File: src/rtl/ic_restore_ctrl.sv
// Restore-side controller: drains the show-ahead backup buffer into the register wrappers.
// Optional ack watchdog enabled by defining RCU_TIMEOUT_EN.
module ic_restore_ctrl #(
  parameter int IDX_W       = 5,
  parameter int DATA_W      = 32,
  parameter int CNT_W       = 6,
  parameter int ACK_TIMEOUT = 16
) (
  input  logic                    Clk,
  input  logic                    Rst,
  input  logic                    Start,
  input  logic                    Abort,
  input  logic                    IsEmpty_Buffer,
  input  logic [IDX_W+DATA_W-1:0] Data_Buffer,
  output logic                    PopEn_Buffer,
  output logic [IDX_W-1:0]        RegIdx,
  output logic [DATA_W-1:0]       RegData,
  output logic                    RestoreEn,
  input  logic                    Restore_Ack,
  output logic [CNT_W-1:0]        RestoreCnt,
  output logic                    Busy,
  output logic                    Done,
  output logic                    Err,
  output logic [2:0]              dbg_state
);

  typedef enum logic [2:0] {
    S_IDLE  = 3'd0,
    S_FETCH = 3'd1,
    S_WRITE = 3'd2,
    S_DONE  = 3'd3,
    S_ERROR = 3'd4
  } state_t;

  localparam logic [CNT_W-1:0] CNT_MAX = '1;

  // Handshake: an entry is consumed when PopEn_Buffer is high at a clock edge;
  // a write completes when RestoreEn and Restore_Ack are both high at a clock edge.

  state_t              state_q, state_d;
  logic [IDX_W-1:0]    idx_q, idx_d;
  logic [DATA_W-1:0]   data_q, data_d;
  logic [CNT_W-1:0]    cnt_q, cnt_d;
  logic                pop, ren, done;

`ifdef RCU_TIMEOUT_EN
  localparam int TO_W = (ACK_TIMEOUT > 1) ? $clog2(ACK_TIMEOUT) : 1;
  localparam logic [TO_W-1:0] TO_LAST = TO_W'(ACK_TIMEOUT - 1);
  logic [TO_W-1:0] tmr_q, tmr_d;
  logic            err_q, err_d;
`endif

  always_comb begin
    state_d = state_q;
    idx_d   = idx_q;
    data_d  = data_q;
    cnt_d   = cnt_q;
    pop     = 1'b0;
    ren     = 1'b0;
    done    = 1'b0;
`ifdef RCU_TIMEOUT_EN
    tmr_d   = tmr_q;
    err_d   = err_q;
`endif
    if (state_q == S_ERROR) begin
      // Only reset leaves ERROR; Start and Abort are deliberately ignored here.
      state_d = S_ERROR;
    end else if (Abort) begin
      state_d = S_IDLE;
    end else begin
      case (state_q)
        S_IDLE: begin
          if (Start) begin
            state_d = S_FETCH;
            cnt_d   = '0;
          end
        end
        S_FETCH: begin
          if (IsEmpty_Buffer) begin
            state_d = S_DONE;
          end else begin
            pop     = 1'b1;
            idx_d   = Data_Buffer[IDX_W+DATA_W-1:DATA_W];
            data_d  = Data_Buffer[DATA_W-1:0];
            state_d = S_WRITE;
`ifdef RCU_TIMEOUT_EN
            tmr_d   = '0;
`endif
          end
        end
        S_WRITE: begin
          ren = 1'b1;
          if (Restore_Ack) begin
            if (cnt_q != CNT_MAX) cnt_d = cnt_q + 1'b1;
            state_d = S_FETCH;
          end else begin
`ifdef RCU_TIMEOUT_EN
            if (tmr_q == TO_LAST) begin
              state_d = S_ERROR;
              err_d   = 1'b1;
            end else begin
              tmr_d = tmr_q + 1'b1;
            end
`endif
          end
        end
        S_DONE: begin
          done    = 1'b1;
          state_d = S_IDLE;
        end
        default: state_d = S_IDLE;
      endcase
    end
  end

  always_ff @(posedge Clk) begin
    if (Rst) begin
      state_q <= S_IDLE;
      idx_q   <= '0;
      data_q  <= '0;
      cnt_q   <= '0;
`ifdef RCU_TIMEOUT_EN
      tmr_q   <= '0;
      err_q   <= 1'b0;
`endif
    end else begin
      state_q <= state_d;
      idx_q   <= idx_d;
      data_q  <= data_d;
      cnt_q   <= cnt_d;
`ifdef RCU_TIMEOUT_EN
      tmr_q   <= tmr_d;
      err_q   <= err_d;
`endif
    end
  end

  assign PopEn_Buffer = pop;
  assign RestoreEn    = ren;
  assign Done         = done;
  assign RegIdx       = idx_q;
  assign RegData      = data_q;
  assign RestoreCnt   = cnt_q;
  assign Busy         = (state_q == S_FETCH) || (state_q == S_WRITE);
  assign dbg_state    = state_q;
`ifdef RCU_TIMEOUT_EN
  assign Err          = err_q;
`else
  assign Err          = 1'b0;
`endif

endmodule

File: config.mk
export PLATFORM = sky130hd
export DESIGN_NAME = ic_restore_ctrl
export DESIGN_NICKNAME = d
export VERILOG_FILES = /design/src/rtl/ic_restore_ctrl.sv
export SDC_FILE = /design/constraint.sdc
export NUM_CORES = 1
export LEC_CHECK = 0
export CORE_AREA = 8 8 69 71
export CTS_BUF_LIST = sky130_fd_sc_hd__clkbuf_4 sky130_fd_sc_hd__clkbuf_8
export DETAILED_ROUTE_END_ITERATION = 12
export DIE_AREA = 0 0 77 79
export DONT_BUFFER_PORTS = 1
export SETUP_SLACK_MARGIN = 0.1
export SLEW_MARGIN = 20
export SYNTH_ARGS = -nofsm -noshare
export SYNTH_HDL_FRONTEND = slang
export SYNTH_SLANG_ARGS = --single-unit
File: constraint.sdc
create_clock -name Clk -period 3.4 [get_ports Clk]
set_clock_uncertainty 0.1 [all_clocks]
set_input_delay 0.34 -clock Clk [delete_from_list [all_inputs] [get_ports Clk]]
set_output_delay 0.34 -clock Clk [all_outputs]
set_load 0.01 [all_outputs]
# Word level (Yosys, flattened, before mapping)
# Index checks and enable logic that the tools add are counted.
[op_classes]
add_sub_neg = 1
eq_ne = 10
muxes = 20
n_bitwise = 3
reduce_logical = 8
[ops]
columns = ["operator", "count"]
rows = [
  ["6-bit two-way mux", 3],
  ["3-bit two-way mux", 4],
  ["6-bit one-hot mux with 2 select lines", 1],
  ["1-bit two-way mux", 11],
  ["3-bit one-hot mux with 3 select lines", 1],
  ["4-bit inequality test (second input constant)", 2],
  ["6-bit by 1-bit adder with 6-bit output (second input constant)", 1],
  ["3-bit by 2-bit equality test with 1-bit output (second input constant)", 2],
  ["2-bit inequality test (second input constant)", 3],
  ["6-bit inequality test (second input constant)", 1],
  ["6-bit AND reduction", 1],
  ["2-bit AND reduction", 2],
  ["4-bit AND reduction", 1],
  ["3-bit by 1-bit equality test with 1-bit output (second input constant)", 1],
  ["3-bit equality test (second input constant)", 1],
  ["3-bit zero test", 1],
  ["1-bit NOT", 3],
  ["3-bit OR reduction", 1],
  ["2-bit nonzero test", 1],
  ["1-bit logical OR", 1],
]
[totals]
reg_bits = 46
input_bits = 43
output_inout_bits = 51
elab_cells = 47

# Logic depth before layout (Yosys ltp)
# Gate-level depths: netlist of the first run.
[logic_depth]
depth_word = 4
mapped_depth = 7
mapped_depth_nobuf = 5

# Worst setup path before layout of the first run
# No wires, ideal clock.
[synth_path]
path_kind = "reg2out"
start = "register state_q[2] (netlist: dbg_state[2])"
end = "output port PopEn_Buffer"
arrival_time_ns = 1.219
required_ns = 2.960
setup_slack_ns = 1.741
stages_incl_launch_ff = 5
n_path_buf = 1
cell_sequence = "dfxtp_1 > or2_1 > or3_1 > clkinv_1 > buf_2"
[synth_via]
elab_chain_len = 4
word_cells_on_any_way = 5
cone_classes = "eq/ne (2); mux (3)"
[synth_rtl]
columns = ["item", "line", "source"]
rows = [
  ["from (decl)", "40", "state_t state_q, state_d;"],
  ["from (signal assigned)", "127", "state_q <= state_d;"],
  ["3-bit by 1-bit equality test with 1-bit output", "71", "case (state_q)"],
  ["1-bit two-way mux", "71", ""],
  ["1-bit two-way mux", "68", "end else if (Abort) begin"],
  ["1-bit two-way mux *", "65", "if (state_q == S_ERROR) begin"],
  ["to (decl)", "15", "output logic PopEn_Buffer,"],
]
# Every way passes the cells marked *; elsewhere a longest branch is shown, timed or not.

# Worst setup path in the final report of the first run
[layout_path]
start = "register state_q[0] (netlist: dbg_state[0])"
end = "output port PopEn_Buffer"
# The elaborated chain is that of the path after synthesis.

==> metrics.md, run 1 <==
| Metric | Value |
|---|---|
| Initial antenna violation count | `0` |
| # setup viols final | `0` |
| Min cycle time layout | `2.35 ns` |
| Register area share after synthesis | `51.7%` |
| Pwr dens | `491 nW/um2` |
| Synth unique cells | `32` |
| Placed Cells | `257` |
| FP Rows | `23` |
| CP required | `2.96 ns` |
| RSZ-0062 raised after global routing | `false` |
| Core area | `3800 um2` |
| Die height | `79 um` |
| Final WS setup | `1.05 ns` |
| Largest net degree at the start of global routing | `39` |
| Share of cells above drive strength 1 | `6.39%` |
| I/O Pins | `94` |
| Hold slack | `0.0105 ns` |
| CTS Buf Count | `5` |
| Number of warning messages in the yosys log | `0` |
| Peak VDD IR | `0.219 mV` |
| Critical path launch point type | `flip-flop` |
| Port-buffer cells | `0` |
| Reg clk slew, reported paths | `0.08 ns` |
| GRT Util Overall | `14.2%` |
| Status | `finished, final reports clean` |
| First-pass GRT wire length | `7090 um` |
| Post-Layout Inst Area | `1900 um2` |
| Drt wl/cell | `17.1 um` |
| Primary FF master, synth | `dfxtp_1` |
| Residual DRC | `0` |
| CP Capture Type | `output port` |
| Die width | `77 um` |
| Placed cell area | `1770 um2` |
| Syn avg cell area | `8.09 um2` |
| CP Class | `flip-flop to output port` |
| Fmax | `426 MHz` |
| H-tree depth reported by CTS | `2` |
| Post-route ant nets | `0` |
| Syn Inst Count | `220` |
| Clk_lat worst skew | `0.28 ns` |
| Cell area after synthesis | `1780 um2` |
| Clk root buf | `clkbuf_8` |
| Flop-to-flop setup slack | `1.30 ns` |
| Routability cong. | `0.708` |
| FF-to-FF path depth | `5` |
| Worst Path Arrival | `1.91 ns` |
| Setup repair bufs after CTS | `0` |
| GRT overflow | `0` |
| Clock Sinks | `46` |
| Ant diodes | `0` |
| P&R area growth vs syn | `6.75%` |
| Pins Over Slew Limit | `0` |
| Post-DP HPWL | `3250 um` |
| CTS tree | `done` |
| Number of synthesized flops with an enable pin | `0` |
| Static leakage | `0.632 nW` |
| Worst min-delay path class | `input port to flip-flop` |
| Synthesized Nets | `264` |
| Nets | `262` |
| Via density | `5.52` |
| Vias | `1485` |
| Ys async rst share | `0%` |
| DR pass1 iterations | `4` |
| Hold Crit Depth | `1` |
| Final core occ | `50.0%` |
| Crit path largest cell delay | `0.54 ns` |
| Maxcap violations | `0` |
| Final non-filler cell total | `269` |
| Worst path cell trace | `nand2b_1, or3_1, inv_2` |
| Period utilization | `69.0%` |
| Die footprint | `6080 um2` |
| Drt total wl | `4610 um` |
| Vias in the first global route | `1473` |
| Max clock buf depth | `2` |
| Yosys reg bits | `46` |
| Setup TNS | `0 ns` |
| Initial Utilization | `46.9%` |
| Critical path peak fanout | `38` |
| Slew HR | `45.8%` |
| Worst Tran Pin Value | `0.810 ns` |
| Final hold vios | `0` |
| Crit path max-delay cell type | `dfxtp_1` |
| Iteration-0 DRC Markers | `90` |
| Total power | `933 uW` |
| Place WS | `0.995 ns` |
what timing repair did:
| action | in CTS | in global routing |
|---|---|---|
| resized for setup | 0 | 0 |
| endpoints found under the hold margin | 7 | 21 |
| hold buffers | 1 | 3 |
state kept, by name (all words and copies together), names as in the netlist:
signal	flops
dbg_state	3
RestoreCnt	6
RegIdx	5
RegData	32
routing by layer:
metal | up-vias | wire length (um) | global-route usage, %
met5 | - | 0 | 0
met1 | 694 | 1800 | 14.7
li1 | 715 | - | -
met4 | 0 | 44 | 3.96
met3 | 6 | 513 | 7.34
met2 | 70 | 2250 | 24.8
synth_stat cells, types with 2 or more instances:
library cell	instances	share of area (%)
a21oi_1	42	12
nor2_1	5	1.1
clkbuf_1	5	1.1
nor3_1	2	0.56
nand3_1	3	0.84
dfxtp_1	46	52
o21ai_0	2	0.56
buf_6	3	1.9
nand2_1	78	16
and3_1	2	0.70
inv_1	4	0.84
buf_2	5	1.4
or4_1	2	0.84
or3_1	3	1.1
worst max-delay path, delay by kind of cell, from the launching register on:
family / cells / cell delay [ns]
buf+inv: 1 / 0.50
flops: 1 / 0.54
simple gates: 2 / 0.57
worst paths after layout:
check | from | end
worst max-delay path | dbg_state[0] | PopEn_Buffer
worst min-delay path | Rst | RegData[8]
worst max register to register | dbg_state[0] | RegData[17]
worst min register to register | RegData[8] | RegData[8]
cells by family (layout without fill, tap and decap cells):
logic type	Yosys count	count (layout)	synth area share (%)
flops	46	46	51.7
simple gates	101	101	24.2
xor+xnor	1	1	0.492
buf+inv	19	18	5.83
compound gates	49	49	15.4
other cells	1	1	0.211
mux	2	2	1.41
fa+ha+maj	1	1	0.703
power breakdown:
group	internal, mW	switching [mW]	total [mW]
registers	0.546	0.0113	0.557
logic	0.0152	0.0253	0.0405
clock network	0.163	0.173	0.336
total	0.724	0.209	0.933
layout by cell type (no fill, tap or decap), types with 2 or more instances in the layout:
master	synthesis	layout
nor3_1	2	2
inv_1	4	4
nand2_1	78	78
o21ai_0	2	2
or4_1	2	2
dlygate4sd3_1	0	4
clkbuf_8	0	6
dfxtp_1	46	46
a21oi_1	42	42
nor2_1	5	5
and3_1	2	2
nand3_1	3	3
or3_1	3	3
layout make-up:
class | instances | area [um2]
Fill cell | 367 | 1900
Sequential cell | 46 | 921
Multi-Input combinational cell | 155 | 756
Clock buffer | 6 | 82.6
Tap cell | 50 | 62.6
Timing Repair Buffer | 5 | 47.5
Inverter | 5 | 18.8
Clock inverter | 2 | 12.5
No activity file was read; power rests on OpenSTA's default activity.
==> run 2: changes to the inputs <==
- clock period: 3.4 -> 2.22 ns (I/O delays scaled with it)
==> run 2 against run 1 <==
  * Cell area up 22%
  * Utilization is 11 points higher
  * Largest power group unchanged
  * Die area unchanged
  * Highest routed layer unchanged
==> metrics.md, run 2 (synthesis results as in run 1) <==
| Metric | Value |
|---|---|
| Status | `finished, final reports clean` |
| RR Endpoint | `RegData[10]` |
| Total power | `1.48 mW (+59%)` |
| H-tree depth reported by CTS | `2 (unchanged)` |
| Met1 global-route usage | `13.8% (-0.86 points)` |
| Iteration-0 DRC Markers | `76 (-16%)` |
| Worst path cell trace | `or2_1, or3_1, clkinvlp_4, buf_4` |
| Die height | `79 um (unchanged)` |
| Period utilization | `91.5%` |
| GRT Util Overall | `14.5% (+0.27 points)` |
| CP Class | `flip-flop to output port` |
| Final-layout fill cell count | `333 (-9.3%)` |
| CTS tree | `done` |
| Via density | `5.22 (-5.4%)` |
| Flop-to-flop setup slack | `0.42 ns (-0.88 ns)` |
| Final core occ | `60.9% (+11 points)` |
| FP Rows | `23 (unchanged)` |
| Buf/Inv on CP | `2 (+1)` |
| Worst Setup SP | `dbg_state[2]` |
| DR pass1 iterations | `4 (unchanged)` |
| Post-route ant nets | `0 (unchanged)` |
| Hold slack | `0.0549 ns (+0.0444 ns)` |
| Commonest non-fill, non-tap cell in the layout | `nand2_1` |
| Port-buffer cells | `0 (unchanged)` |
| FF-to-FF path depth | `6 (+1)` |
| Final hold vios | `0 (unchanged)` |
| GRT met3 Usage | `7.11% (-0.23 points)` |
| I/O Pins | `94 (unchanged)` |
| Clock Sinks | `46 (unchanged)` |
| CP Capture Type | `output port` |
| Most frequent cells in the layout | `nand2_1 (78), dfxtp_1 (46), a21oi_1 (42)` |
| Hold Crit Depth | `2 (+1)` |
| Crit path max-delay family | `simple AND/OR/NAND/NOR gates` |
| Vias | `1613 (+8.6%)` |
| Most used routing layer | `met2` |
| # setup viols final | `0 (unchanged)` |
| Die width | `77 um (unchanged)` |
| RSZ-0062 raised after global routing | `false` |
| Routability cong. | `0.759 (+7.1%)` |
| Die footprint | `6080 um2 (unchanged)` |
| Pins Over Slew Limit | `0 (unchanged)` |
| Peak VDD IR | `0.408 mV (+86%)` |
| First-pass GRT wire length | `7370 um (+4.0%)` |
| Max reg flops | `32 (unchanged)` |
| Pwr dens | `641 nW/um2 (+31%)` |
| Critical path peak fanout | `19 (-50%)` |
| Max clock buf depth | `2 (unchanged)` |
| Register area | `921 um2 (unchanged)` |
| Startpoint of the lowest-slack hold path | `Abort` |
| Share of cells above drive strength 1 | `7.72% (+1.3 points)` |
| Reg clk slew, reported paths | `0.08 ns (about the same)` |
| Critical R2R Launch | `dbg_state[2]` |
| Crit path largest cell delay | `0.37 ns (-0.17 ns)` |
| Drt total wl | `4720 um (+2.5%)` |
| GRT overflow | `0 (unchanged)` |
| Core area | `3800 um2 (unchanged)` |
| Drt wl/cell | `15.3 um (-11%)` |
| Clk root buf | `clkbuf_8` |
| Static leakage | `0.806 nW (+27%)` |
| CTS Buf Count | `5 (unchanged)` |
| Crit path max-delay cell type | `or3_1` |
| Residual DRC | `0 (unchanged)` |
| Setup TNS | `0 ns (unchanged)` |
| P&R area growth vs syn | `30.0%` |
| CP required | `1.90 ns (-1.06 ns)` |
| Vias in the first global route | `1612 (+9.4%)` |
| Ant diodes | `0 (unchanged)` |
| Worst Hold Endpoint | `dbg_state[1]` |
| Fmax | `492 MHz` |
| Met2 global-route usage | `26.8% (+2.0 points)` |
| Initial antenna violation count | `0 (unchanged)` |
| Clk_lat worst skew | `0.29 ns (about the same)` |
| Initial Utilization | `46.9% (unchanged)` |
| Worst min-delay path class | `input port to flip-flop` |
| Nets | `302 (+15%)` |
| Largest net degree at the start of global routing | `42 (+7.7%)` |
| Critical path launch point type | `flip-flop` |
| Maxcap violations | `0 (unchanged)` |
| Min cycle time layout | `2.03 ns` |
| Worst Path Arrival | `1.71 ns (-0.20 ns)` |
| Post-DP HPWL | `3320 um (+2.1%)` |
| Area of the multi-input gates | `756 um2 (unchanged)` |
## run 2: how the worst max path moves through the flow
| stage | slack [ns] | depth (start not counted) | to |
|---|---|---|---|
| 6_report | 0.19 | 4 | PopEn_Buffer |
| 2_1_floorplan | 0.58 | 6 | RegData[10] |
| 3_5_place_dp | 0.42 | 6 | RegData[10] |
| 4_1_cts | 0.14 | 4 | PopEn_Buffer |
| 5_1_grt | 0.10 | 4 | PopEn_Buffer |
| 3_3_place_gp | 0.49 | 6 | RegIdx[3] |
## run 2: what timing repair did
action | 4_1_cts | 5_1_grt
endpoints found under the hold margin | 41 | 0
hold buffers | 39 | 0
setup endpoints to repair | 0 | 1
setup buffers | 0 | 0
gates resized for setup | 0 | 1
## run 2: area by class of cell
| type | count | share of cell area (%) |
|---|---|---|
| multi-input combinational | 155 | 32.6 |
| inverter | 5 | 0.973 |
| timing repair buffer | 45 | 19.8 |
| tap | 50 | 2.70 |
| clock inverter | 2 | 0.541 |
| sequential | 46 | 39.8 |
| clock buffer | 6 | 3.57 |
## run 2: metal layers
layer	up-vias	routed length [um]	share of wire (%)
met5	-	0	0
met1	745	1780	38
li1	798	-	-
met4	0	51	1.1
met2	63	2430	51
met3	7	468	9.9
## run 2: power breakdown
| part | internal, mW | switching [mW] | total (mW) | leakage [nW] |
|---|---|---|---|---|
| Combinational | 0.0699 | 0.0525 | 0.122 | 0.387 |
| Sequential | 0.836 | 0.0141 | 0.850 | 0.371 |
| Clock | 0.250 | 0.261 | 0.511 | 0.0472 |
| Total | 1.16 | 0.328 | 1.48 | 0.806 |
## run 2: stage by stage
step           cell area (um2)  instances  setup WS [ns]
2_1_floorplan             1780        220          0.578
3_3_place_gp              1820        262          0.492
3_5_place_dp              1820        262          0.415
4_1_cts                   2310        309          0.143
5_1_grt                   2310        309          0.102
6_report                  2310        309          0.189
